==> src/rtl/dpram_be_rmw_master_if.sv <==
// Request, response and RAM-side signals of the byte-enable read-merge-write master.
interface dpram_be_rmw_master_if #(
  parameter int DW = 32,
  parameter int AW = 6
);
  localparam int BEW = DW / 8;

  logic           req_valid;
  logic           req_ready;
  logic           req_we;
  logic [AW-1:0]  req_addr;
  logic [DW-1:0]  req_wdata;
  logic [BEW-1:0] req_be;
  logic           rsp_valid;
  logic [DW-1:0]  rsp_rdata;
  logic           wr_ack;
  logic           ram_we;
  logic [AW-1:0]  ram_wr_addr;
  logic [DW-1:0]  ram_wr_data;
  logic [AW-1:0]  ram_rd_addr;
  logic [DW-1:0]  ram_q;

  modport master (
    input  req_valid, req_we, req_addr, req_wdata, req_be, ram_q,
    output req_ready, rsp_valid, rsp_rdata, wr_ack,
           ram_we, ram_wr_addr, ram_wr_data, ram_rd_addr
  );

  modport slave (
    output req_valid, req_we, req_addr, req_wdata, req_be, ram_q,
    input  req_ready, rsp_valid, rsp_rdata, wr_ack,
           ram_we, ram_wr_addr, ram_wr_data, ram_rd_addr
  );
endinterface

==> src/rtl/dpram_be_rmw_master.sv <==
// Request master for a DPRAM without byte enables: partial writes become read-merge-write.
// Optional RMW_FWD_EN: forward reads/merges from the last word written (ram_wr_* act as the shadow).
module dpram_be_rmw_lane (
  input  logic       be,
  input  logic [7:0] wr_byte,
  input  logic [7:0] old_byte,
  output logic [7:0] out_byte
);
  assign out_byte = be ? wr_byte : old_byte;
endmodule

module dpram_be_rmw_master #(
  parameter int DW = 32,
  parameter int AW = 6
) (
  input logic clk,
  input logic rst_n,
  dpram_be_rmw_master_if.master bus
);
  localparam int BEW = DW / 8;

  typedef enum logic [1:0] {IDLE, RD, CAP, WR} state_t;
  typedef struct packed {
    logic           we;
    logic [BEW-1:0] be;
    logic [DW-1:0]  wdata;
  } req_t;

  state_t         state;
  req_t           lat;
  logic           accept, full_be, null_be, fwd_hit;
  logic [BEW-1:0] m_be;
  logic [DW-1:0]  m_wr, m_old, merged;

  assign bus.req_ready = (state == IDLE);
  assign accept  = bus.req_valid & bus.req_ready;
  assign full_be = &bus.req_be;
  assign null_be = ~|bus.req_be;

`ifdef RMW_FWD_EN
  logic sh_vld;
  assign fwd_hit = sh_vld && (bus.req_addr == bus.ram_wr_addr);

  always_ff @(posedge clk or negedge rst_n)
    if (!rst_n)            sh_vld <= 1'b0;
    else if (state == WR)  sh_vld <= 1'b1;
`else
  assign fwd_hit = 1'b0;
`endif

  // In IDLE the merge sees the live request against the shadow; otherwise the latched one against ram_q.
  always_comb begin
    m_be  = lat.be;
    m_wr  = lat.wdata;
    m_old = bus.ram_q;
    if (state == IDLE) begin
      m_be  = bus.req_be;
      m_wr  = bus.req_wdata;
      m_old = bus.ram_wr_data;
    end
  end

  for (genvar i = 0; i < BEW; i++) begin : g_lane
    dpram_be_rmw_lane u_lane (
      .be       (m_be[i]),
      .wr_byte  (m_wr[8*i +: 8]),
      .old_byte (m_old[8*i +: 8]),
      .out_byte (merged[8*i +: 8])
    );
  end

  always_ff @(posedge clk or negedge rst_n) begin
    if (!rst_n) begin
      state           <= IDLE;
      lat             <= '0;
      bus.rsp_valid   <= 1'b0;
      bus.rsp_rdata   <= '0;
      bus.wr_ack      <= 1'b0;
      bus.ram_we      <= 1'b0;
      bus.ram_wr_addr <= '0;
      bus.ram_wr_data <= '0;
      bus.ram_rd_addr <= '0;
    end else begin
      bus.rsp_valid <= 1'b0;
      bus.wr_ack    <= 1'b0;
      bus.ram_we    <= 1'b0;
      unique case (state)
        IDLE: if (accept) begin
          lat             <= '{we: bus.req_we, be: bus.req_be, wdata: bus.req_wdata};
          bus.ram_rd_addr <= bus.req_addr;
          if (!bus.req_we) begin
            if (fwd_hit) begin
              bus.rsp_valid <= 1'b1;
              bus.rsp_rdata <= bus.ram_wr_data;
            end else begin
              state <= RD;
            end
          end else if (null_be) begin
            bus.wr_ack <= 1'b1;
          end else if (full_be || fwd_hit) begin
            bus.ram_we      <= 1'b1;
            bus.wr_ack      <= 1'b1;
            bus.ram_wr_addr <= bus.req_addr;
            bus.ram_wr_data <= merged;
            state           <= WR;
          end else begin
            state <= RD;
          end
        end
        RD:  state <= CAP;
        CAP: begin
          if (lat.we) begin
            bus.ram_we      <= 1'b1;
            bus.wr_ack      <= 1'b1;
            bus.ram_wr_addr <= bus.ram_rd_addr;
            bus.ram_wr_data <= merged;
            state           <= WR;
          end else begin
            bus.rsp_valid <= 1'b1;
            bus.rsp_rdata <= bus.ram_q;
            state         <= IDLE;
          end
        end
        WR:  state <= IDLE;
        default: state <= IDLE;
      endcase
    end
  end
endmodule
==> src/flat_wrapper.sv <==
// flat-port wrapper written by rule: the top's interface ports become plain ports
module dpram_be_rmw_master_flat 
#(
  parameter int DW = 32,
  parameter int AW = 6
)
  (clk, rst_n, bus_req_valid, bus_req_we, bus_req_addr, bus_req_wdata, bus_req_be, bus_ram_q, bus_req_ready, bus_rsp_valid, bus_rsp_rdata, bus_wr_ack, bus_ram_we, bus_ram_wr_addr, bus_ram_wr_data, bus_ram_rd_addr);
  dpram_be_rmw_master_if #(.DW(DW), .AW(AW)) bus_i ();
  input logic clk;
  input logic rst_n;
  input wire logic [$bits(bus_i.req_valid)-1:0] bus_req_valid;
  input wire logic [$bits(bus_i.req_we)-1:0] bus_req_we;
  input wire logic [$bits(bus_i.req_addr)-1:0] bus_req_addr;
  input wire logic [$bits(bus_i.req_wdata)-1:0] bus_req_wdata;
  input wire logic [$bits(bus_i.req_be)-1:0] bus_req_be;
  input wire logic [$bits(bus_i.ram_q)-1:0] bus_ram_q;
  output wire logic [$bits(bus_i.req_ready)-1:0] bus_req_ready;
  output wire logic [$bits(bus_i.rsp_valid)-1:0] bus_rsp_valid;
  output wire logic [$bits(bus_i.rsp_rdata)-1:0] bus_rsp_rdata;
  output wire logic [$bits(bus_i.wr_ack)-1:0] bus_wr_ack;
  output wire logic [$bits(bus_i.ram_we)-1:0] bus_ram_we;
  output wire logic [$bits(bus_i.ram_wr_addr)-1:0] bus_ram_wr_addr;
  output wire logic [$bits(bus_i.ram_wr_data)-1:0] bus_ram_wr_data;
  output wire logic [$bits(bus_i.ram_rd_addr)-1:0] bus_ram_rd_addr;
  assign bus_i.req_valid = bus_req_valid;
  assign bus_i.req_we = bus_req_we;
  assign bus_i.req_addr = bus_req_addr;
  assign bus_i.req_wdata = bus_req_wdata;
  assign bus_i.req_be = bus_req_be;
  assign bus_i.ram_q = bus_ram_q;
  assign bus_req_ready = bus_i.req_ready;
  assign bus_rsp_valid = bus_i.rsp_valid;
  assign bus_rsp_rdata = bus_i.rsp_rdata;
  assign bus_wr_ack = bus_i.wr_ack;
  assign bus_ram_we = bus_i.ram_we;
  assign bus_ram_wr_addr = bus_i.ram_wr_addr;
  assign bus_ram_wr_data = bus_i.ram_wr_data;
  assign bus_ram_rd_addr = bus_i.ram_rd_addr;
  dpram_be_rmw_master #(.DW(DW), .AW(AW)) u_core (.clk(clk), .rst_n(rst_n), .bus(bus_i));
endmodule
==> config.mk <==
export PLATFORM = sky130hd
export DESIGN_NAME = dpram_be_rmw_master_flat
export DESIGN_NICKNAME = d
export VERILOG_FILES = /design/src/rtl/dpram_be_rmw_master_if.sv /design/src/rtl/dpram_be_rmw_master.sv /design/src/flat_wrapper.sv
export SDC_FILE = /design/constraint.sdc
export NUM_CORES = 1
export LEC_CHECK = 0
export CAP_MARGIN = 20
export CELL_PAD_IN_SITES_DETAIL_PLACEMENT = 0
export CELL_PAD_IN_SITES_GLOBAL_PLACEMENT = 1
export CORE_MARGIN = 3
export CORE_UTILIZATION = 38
export CTS_CLUSTER_SIZE = 40
export DETAILED_ROUTE_END_ITERATION = 8
export GPL_ROUTABILITY_DRIVEN = 1
export GPL_TIMING_DRIVEN = 0
export MAX_ROUTING_LAYER = met4
export PLACE_DENSITY = 0.78
export SLEW_MARGIN = 20
export SYNTH_ARGS = -nofsm -noshare
export SYNTH_HDL_FRONTEND = slang
export SYNTH_SLANG_ARGS = --single-unit
export TNS_END_PERCENT = 50
==> constraint.sdc <==
create_clock -name clk -period 2.3 [get_ports clk]
set_clock_uncertainty 0.2 [all_clocks]
set_input_delay 0.46 -clock clk [delete_from_list [all_inputs] [get_ports clk]]
set_output_delay 0.46 -clock clk [all_outputs]
set_load 0.02 [all_outputs]
==> results.ini, run 1 <==
[timing]
rsz0062_at_grt=no
final.period_utilization_pct=95.70
slew_viol_final=0
worst_pin_slew_ns=0.7482
hold_violations=0
setup-tns-final_ns=0
worst_slack_ns=0.09894
slew_headroom_pct=50.12
period_needed_ns=2.201
fmax_mhz=454.3
setup_viol=0

[run]
drv_cap=0

[logic_synthesis]
syn_nets=459
synth_area_mm2=0.005356
synthMuxAreaShare_pct=31.00
synthSimpleGateAreaFrac_pct=3.691
syn_avg_cell_area_um2=14.06
synth-xor-area-share_pct=0
yosysSeqAreaShare_pct=55.13
ys_types=25
postSynthCellCount=381
synth_compound_area_share_pct=7.522
synthAdderAreaFrac_pct=0
ys_ff_latch=118
ys_warn_count=0
synth_top_family_by_area=multiplexers

[placement]
placed_cell_area_mm2=0.007177
io_buffers=157
hpwlAfterDp_um=10080
routabilityCongestion=0.7213
dpl_worst_slack_ns=-0.3073

[power_and_ir_drop]
finalPower_uw=11120
p_comb_share_pct=44.1
p_leak_uw=0.003188
p_per_area_mw_per_mm2=1435
vdd_drop_max_uv=671.3
p_seq_share_pct=33.2
internal_power_uw=7339
power_switching_uw=3780
p_sw_share_pct=33.99
power_frac_clock_pct=22.7

[floorplan]
die_y_um=124.7
dieArea_mm2=0.01556
initial_utilization_pct=39.66
core.rowCount=42
dieWidth_um=124.7
io_pins=158
coreArea_mm2=0.01351

[route]
drt_iter0_drc=107
ant_nets=0
vias=3886
drt-total-wl_um=14430
drc=0
viasPerCell=5.209
dr.pass1.iters=4
wire_per_inst_um=19.34

[setup_path]
cp_top_family=flip-flops
r2r_setup_slack_ns=0.20
timing.rr.end=u_core.bus.rsp_rdata[26]
cp.required_ns=1.64
cpMaxStageDelayCell=dfrtp_1
rr_worst_depth=6
r2r-start=u_core.state[1]
start_kind=flip-flop
crit_type=reg2out
crit_path_cell_trace=nor2_1, dlygate4sd2_1
worst_path_largest_cell_delay_ns=0.43
crit_buf_inv=1
end_kind=output port
cp.arrival_ns=1.54
cp_max_fo=6

[layout]
diodes=0
final_cell_area_mm2=0.007749
area_growth_pct=44.66
layout-drive-gt1-share_pct=12.98
finalNetCount=637
final_core_util_pct=57.37

[grt]
grt_pass1_wl_um=23290
antenna_found_initial=0
grt_pass1_vias=4240
grt_max_degree=75
track_usage_pct=19.65
overflow=0

[worst_hold_path]
hold_path_class=reg2reg
hold_end=u_core.bus.rsp_rdata[9]
worstHoldPathCells=1
min_from=u_core.bus.rsp_rdata[9]

[clocking]
post-cts-setup-buffers=0
cts_sinks=118
clkTransAtPathRegs_ns=0.05
root_buffer=clkbuf_16
cts_tree=built
insertion_delay_ns=0.41
cts_max_path_buffers=2
cts_max_level=4
cts_made_buffers=17

[status]
status=complete, no violations

## layer usage
| layer | vias up | routed length, um | global-route usage, % |
|---|---|---|---|
| met5 | - | 0 | - |
| met4 | 0 | 176 | 5.416 |
| met3 | 17 | 863 | 6.175 |
| met2 | 127 | 6921 | 31.14 |
| met1 | 1977 | 6464 | 24.44 |
| li1 | 1765 | - | - |
## cells in the final DEF (no fill, tap or decap), drive strengths merged
cell type and instances:
a21oi 1, a31oi 1, a41o 1, and2 1, and3b 1, and4 1, buf 17, bufinv 1
clkbuf 41, clkdlybuf4s50 155, clkinv 2, dfrtp 118, dlygate4sd2 1, dlygate4sd3 1, mux2 119, mux2i 32
nand2 35, nand2b 1, nand4 1, nor2 1, nor2b 3, o211ai 1, o21ai 1, o221a 32
o41ai 1, or4 1
## cell usage after synthesis
master	n	area, um2
a21oi_1	1	5.000
o211ai_1	1	7.510
nor2b_1	3	18.77
buf_2	9	45.04
a41o_1	1	10.01
nand2b_1	1	6.260
dfrtp_1	118	2953
o21ai_1	1	5.000
nand2_1	35	131.4
and3b_1	1	8.760
mux2i_1	32	320.3
buf_4	4	30.03
and4_1	1	8.760
buf_1	1	3.750
or4_1	1	7.510
clkbuf_1	14	52.55
nand4_1	1	6.260
mux2_1	87	979.7
o41ai_1	1	8.760
nor2_1	1	3.750
o221a_1	32	360.4
and2_1	1	6.260
mux2_2	32	360.4
buf_6	1	11.26
a31oi_1	1	6.260
## how the worst max path moves through the flow
stage,from,end,slack [ns],cells after the start
5_1_grt,bus_req_valid,u_core.bus.ram_wr_data[28],0.008,5
2_1_floorplan,u_core.state[1],u_core.lat[34],0.29,5
3_3_place_gp,rst_n,u_core.bus.ram_rd_addr[3],-4.19,1
4_1_cts,bus_req_valid,u_core.bus.ram_wr_data[15],0.09,5
6_report,u_core.state[1],bus_req_ready,0.1,2
3_5_place_dp,bus_req_valid,u_core.bus.ram_wr_data[16],-0.31,5
## state kept, by name, summed over array words and instances (netlist names)
signal	flops
u_core.bus.ram_wr_addr	6
u_core.bus.ram_we	1
u_core.bus.wr_ack	1
u_core.state	2
u_core.lat	37
u_core.bus.rsp_rdata	32
u_core.bus.ram_rd_addr	6
u_core.bus.ram_wr_data	32
u_core.bus.rsp_valid	1
## cell type report
cell class,count,area (um2)
well taps,176,220.2
flip-flops and latches,118,2953
plain buffers,29,142.6
clock buffers,27,523.0
multi-input cells,234,2261
fillers,1085,5757
clock inverters,3,40.04
repair buffers,159,1609
## worst register-to-register path: stages (launching register included)
cell     delay (ns)
dfrtp_1        0.42
nor2b_1        0.14
buf_2          0.21
nor2b_1        0.14
buf_2          0.24
buf_4          0.26
mux2_1         0.36
## kinds of logic after synthesis
group                  after synthesis
and+or+nand+nor                     45
DFF                                118
muxes                              151
buffers and inverters               29
AOI/OAI and AO/OA                   38
## stage by stage
| stage | cells | hold WS [ns] |
|---|---|---|
| final | 746 | 0.2807 |
| after global routing | 746 | 0.2922 |
| after CTS | 746 | 0.2862 |
| after detailed placement | 715 | 0.2202 |
| after global placement | 714 | 0.2665 |
| after floorplan | 381 | -0.03559 |
## power by group through the flow
stage | Sequential, uW | Combinational, uW | Clock (uW)
floorplan | 4470 | 1970 | 0
global route | 3820 | 5260 | 2660
CTS | 3690 | 5000 | 2570
detailed placement | 3710 | 4990 | 0
finish | 3690 | 4910 | 2530
global placement | 3650 | 4910 | 0
## timing repair
action                                  4_1_cts  5_1_grt
hold buffers                                  1        0
hold endpoints to repair                     44        0
gates resized for setup                       1        0
endpoints found under the setup margin        1        0
(Power assumes the default switching activity.)
==> run 2: changes to the inputs <==
--- a/config.mk
+++ b/config.mk
@@ -9,15 +9,16 @@
 export CELL_PAD_IN_SITES_DETAIL_PLACEMENT = 0
 export CELL_PAD_IN_SITES_GLOBAL_PLACEMENT = 1
 export CORE_MARGIN = 3
-export CORE_UTILIZATION = 38
+export CORE_UTILIZATION = 40
 export CTS_CLUSTER_SIZE = 40
 export DETAILED_ROUTE_END_ITERATION = 8
 export GPL_ROUTABILITY_DRIVEN = 1
 export GPL_TIMING_DRIVEN = 0
 export MAX_ROUTING_LAYER = met4
-export PLACE_DENSITY = 0.78
+export PLACE_DENSITY = 0.79
 export SLEW_MARGIN = 20
 export SYNTH_ARGS = -nofsm -noshare
 export SYNTH_HDL_FRONTEND = slang
+export SYNTH_HIERARCHICAL = 1
 export SYNTH_SLANG_ARGS = --single-unit
 export TNS_END_PERCENT = 50
==> run 2 against run 1 <==
  * Flip-flop and latch count is the same
  * Sequential power grew 2%
  * Synthesized cell count shrank 0.79%
  * Sequential share of layout area shrank 2.9 points
  * Maximum frequency shrank 2.1%
  * Final cell count grew 2.0%
  * Non-clock buffer count grew 7
  * Largest power group unchanged
==> results.ini, run 2 <==
[timing]
hold_violations=0
worst_pin_slew_ns=0.6663
setup-tns-final_ns=0
slew_headroom_pct=55.58
fmax_mhz=444.7
slew_viol_final=0
rsz0062_at_grt=yes
final.period_utilization_pct=97.76
setup_viol=0
period_needed_ns=2.248

[logic_synthesis]
synth_edf_count=0
yosysSeqAreaShare_pct=50.44
ys_warn_count=6
synth_top_area_share_pct=50.44
synth_area_mm2=0.005854
syn_avg_cell_area_um2=15.49
ys_ff_latch=118
synthArstFlopShare_pct=100.0
yosysMostFrequentCell=mux2_2
yosys.area.top_type=dfrtp_1
ys.flop_type=dfrtp_1
yosys-top-cells-area=dfrtp_1, mux2_2, mux2_1
ys_types=23
postSynthCellCount=378
yosys-top-cells-count=mux2_2, dfrtp_1, mux2_1, mux2_4, buf_2
syn_nets=456

[setup_path]
cpMaxStageDelayCell=dfrtp_2
crit_path_cell_trace=nor2_4, buf_8, mux2_2, buf_6, mux2_4, mux2_1
cp.arrival_ns=2.33
cp.required_ns=2.39
worst_path_largest_cell_delay_ns=0.47
crit_type=reg2reg
end_kind=flip-flop
cp_max_fo=8
start_kind=flip-flop

[power_and_ir_drop]
vdd_drop_max_uv=709.1
p_leak_uw=0.003548
finalPower_uw=13430
p_per_area_mw_per_mm2=1601

[grt]
use_met1_pct=22.51
overflow=0
grt_max_degree=71
track_usage_pct=17.96
grt_pass1_wl_um=21990
grt_pass1_vias=4095
grt_util_met2_pct=27.49
grt_use_met3_pct=6.271
antenna_found_initial=0
top_usage_layer=met2

[layout]
area_growth_pct=43.32
instances_no_fill=761
layout_commonest_cell=clkdlybuf4s50_1
largest_reg_flops=37
layout-drive-gt1-share_pct=42.17
finalNetCount=648
seq_area_mm2=0.002955
largest_register=u_core/lat
multiInputGateArea_mm2=0.002735
final_cell_area_mm2=0.008391
most-common-layout-cells=clkdlybuf4s50_1, mux2_2, dfrtp_1, mux2_1, mux2_4
nFillCells=1129
reg.largest.list=u_core/lat (37), u_core/bus.ram_wr_data (32), u_core/bus.rsp_rdata (32)
diodes=0

[placement]
io_buffers=157
routabilityCongestion=0.7619
placed_cell_area_mm2=0.007680
hpwlAfterDp_um=9635
dp_cells=716

[route]
wire_per_inst_um=17.94
ant_nets=0
vias=3794
viasPerCell=4.986
drt-total-wl_um=13650
drt_iter0_drc=105
drc=0
dr.pass1.iters=3

[floorplan]
initial_utilization_pct=41.53
io_pins=158
dieArea_mm2=0.01612
coreArea_mm2=0.01410
core.rowCount=43
die_y_um=127.0
dieWidth_um=127.0

[clocking]
cts_max_level=4
cts_made_buffers=17
insertion_delay_ns=0.40
cts_tree=built
root_buffer=clkbuf_16
clkTransAtPathRegs_ns=0.05
cts_sinks=118
cts_max_path_buffers=2

[worst_hold_path]
hold_path_class=reg2reg

[status]
status=complete, no violations

[run]
drv_cap=0

==> run 2: changes by cell type after synthesis, sizes merged, moves of 3 or more <==
cell | before | now
buf | 15 | 23
clkbuf | 14 | 0
mux2 | 119 | 218
mux2i | 32 | 0
nand2 | 35 | 3
nor2b | 3 | 0
o221a | 32 | 0
==> run 2: cell families after synthesis <==
logic type	synth area share [%]
multiplexers	43.98
flip-flops	50.44
buffers and inverters	3.163
AND/OR/NAND/NOR	1.368
AO/OA/AOI/OAI	1.047
==> run 2: stage by stage <==
step / worst slack [ns] / hold slack, ns / utilization (%)
after detailed placement: -0.3425 / 0.2737 / 54.48
after CTS: 0.007039 / 0.2846 / 58.63
after floorplan: 0.01939 / -0.03559 / -
after global placement: -4.201 / 0.2649 / 54.28
after global routing: -0.004380 / 0.2985 / 59.52
final: 0.05151 / 0.2795 / 59.52
==> run 2: repair_timing <==
item                                    4_1_cts  5_1_grt
hold buffers                                  1        0
pin swaps                                     1        1
gates resized for setup                      11       14
endpoints found under the setup margin       33       22
buffers inserted                              2       11
gates cloned                                  1        0
hold endpoints to repair                     69        0
==> run 2: area by class of cell <==
type	instances	area share, %
Sequential cell	118	35.22
Inverter	1	0.04474
Clock buffer	26	6.069
Buffer	23	2.729
Tap cell	180	2.684
Multi-Input combinational cell	237	32.60
Timing Repair Buffer	172	20.41
Clock inverter	4	0.2386
==> run 2: worst max-delay path: cells and delay by family (launching register included) <==
kind                   cells  cell delay (ns)
AND/OR/NAND/NOR            1             0.24
buffers and inverters      2             0.30
flip-flops                 1             0.47
multiplexers               3             0.91
==> run 2: power breakdown <==
part,total (uW),internal [uW],switching [uW]
Sequential,3760,3160,607
Clock,2360,1500,858
Combinational,7310,4360,2960
Total,13400,9010,4420
==> run 2: metal layers <==
metal	vias up	share of wire, %
met3	17	7.2
met1	1888	44
met5	-	0
li1	1777	-
met2	112	48
met4	0	1.4
==> run 2: final timing paths <==
path	start	to	slack, ns	cells past startpoint
max reg2reg	u_core/state[0]	u_core/bus.ram_wr_data[14]	0.05	6
min reg2reg	u_core/bus.rsp_rdata[21]	u_core/bus.rsp_rdata[21]	0.28	1
min in group asynchronous	rst_n	u_core/bus.ram_wr_data[18]	0.43	2
min	u_core/bus.rsp_rdata[21]	u_core/bus.rsp_rdata[21]	0.28	1
max	u_core/state[0]	u_core/bus.ram_wr_data[14]	0.05	6
max in group asynchronous	rst_n	u_core/state[0]	0.77	3
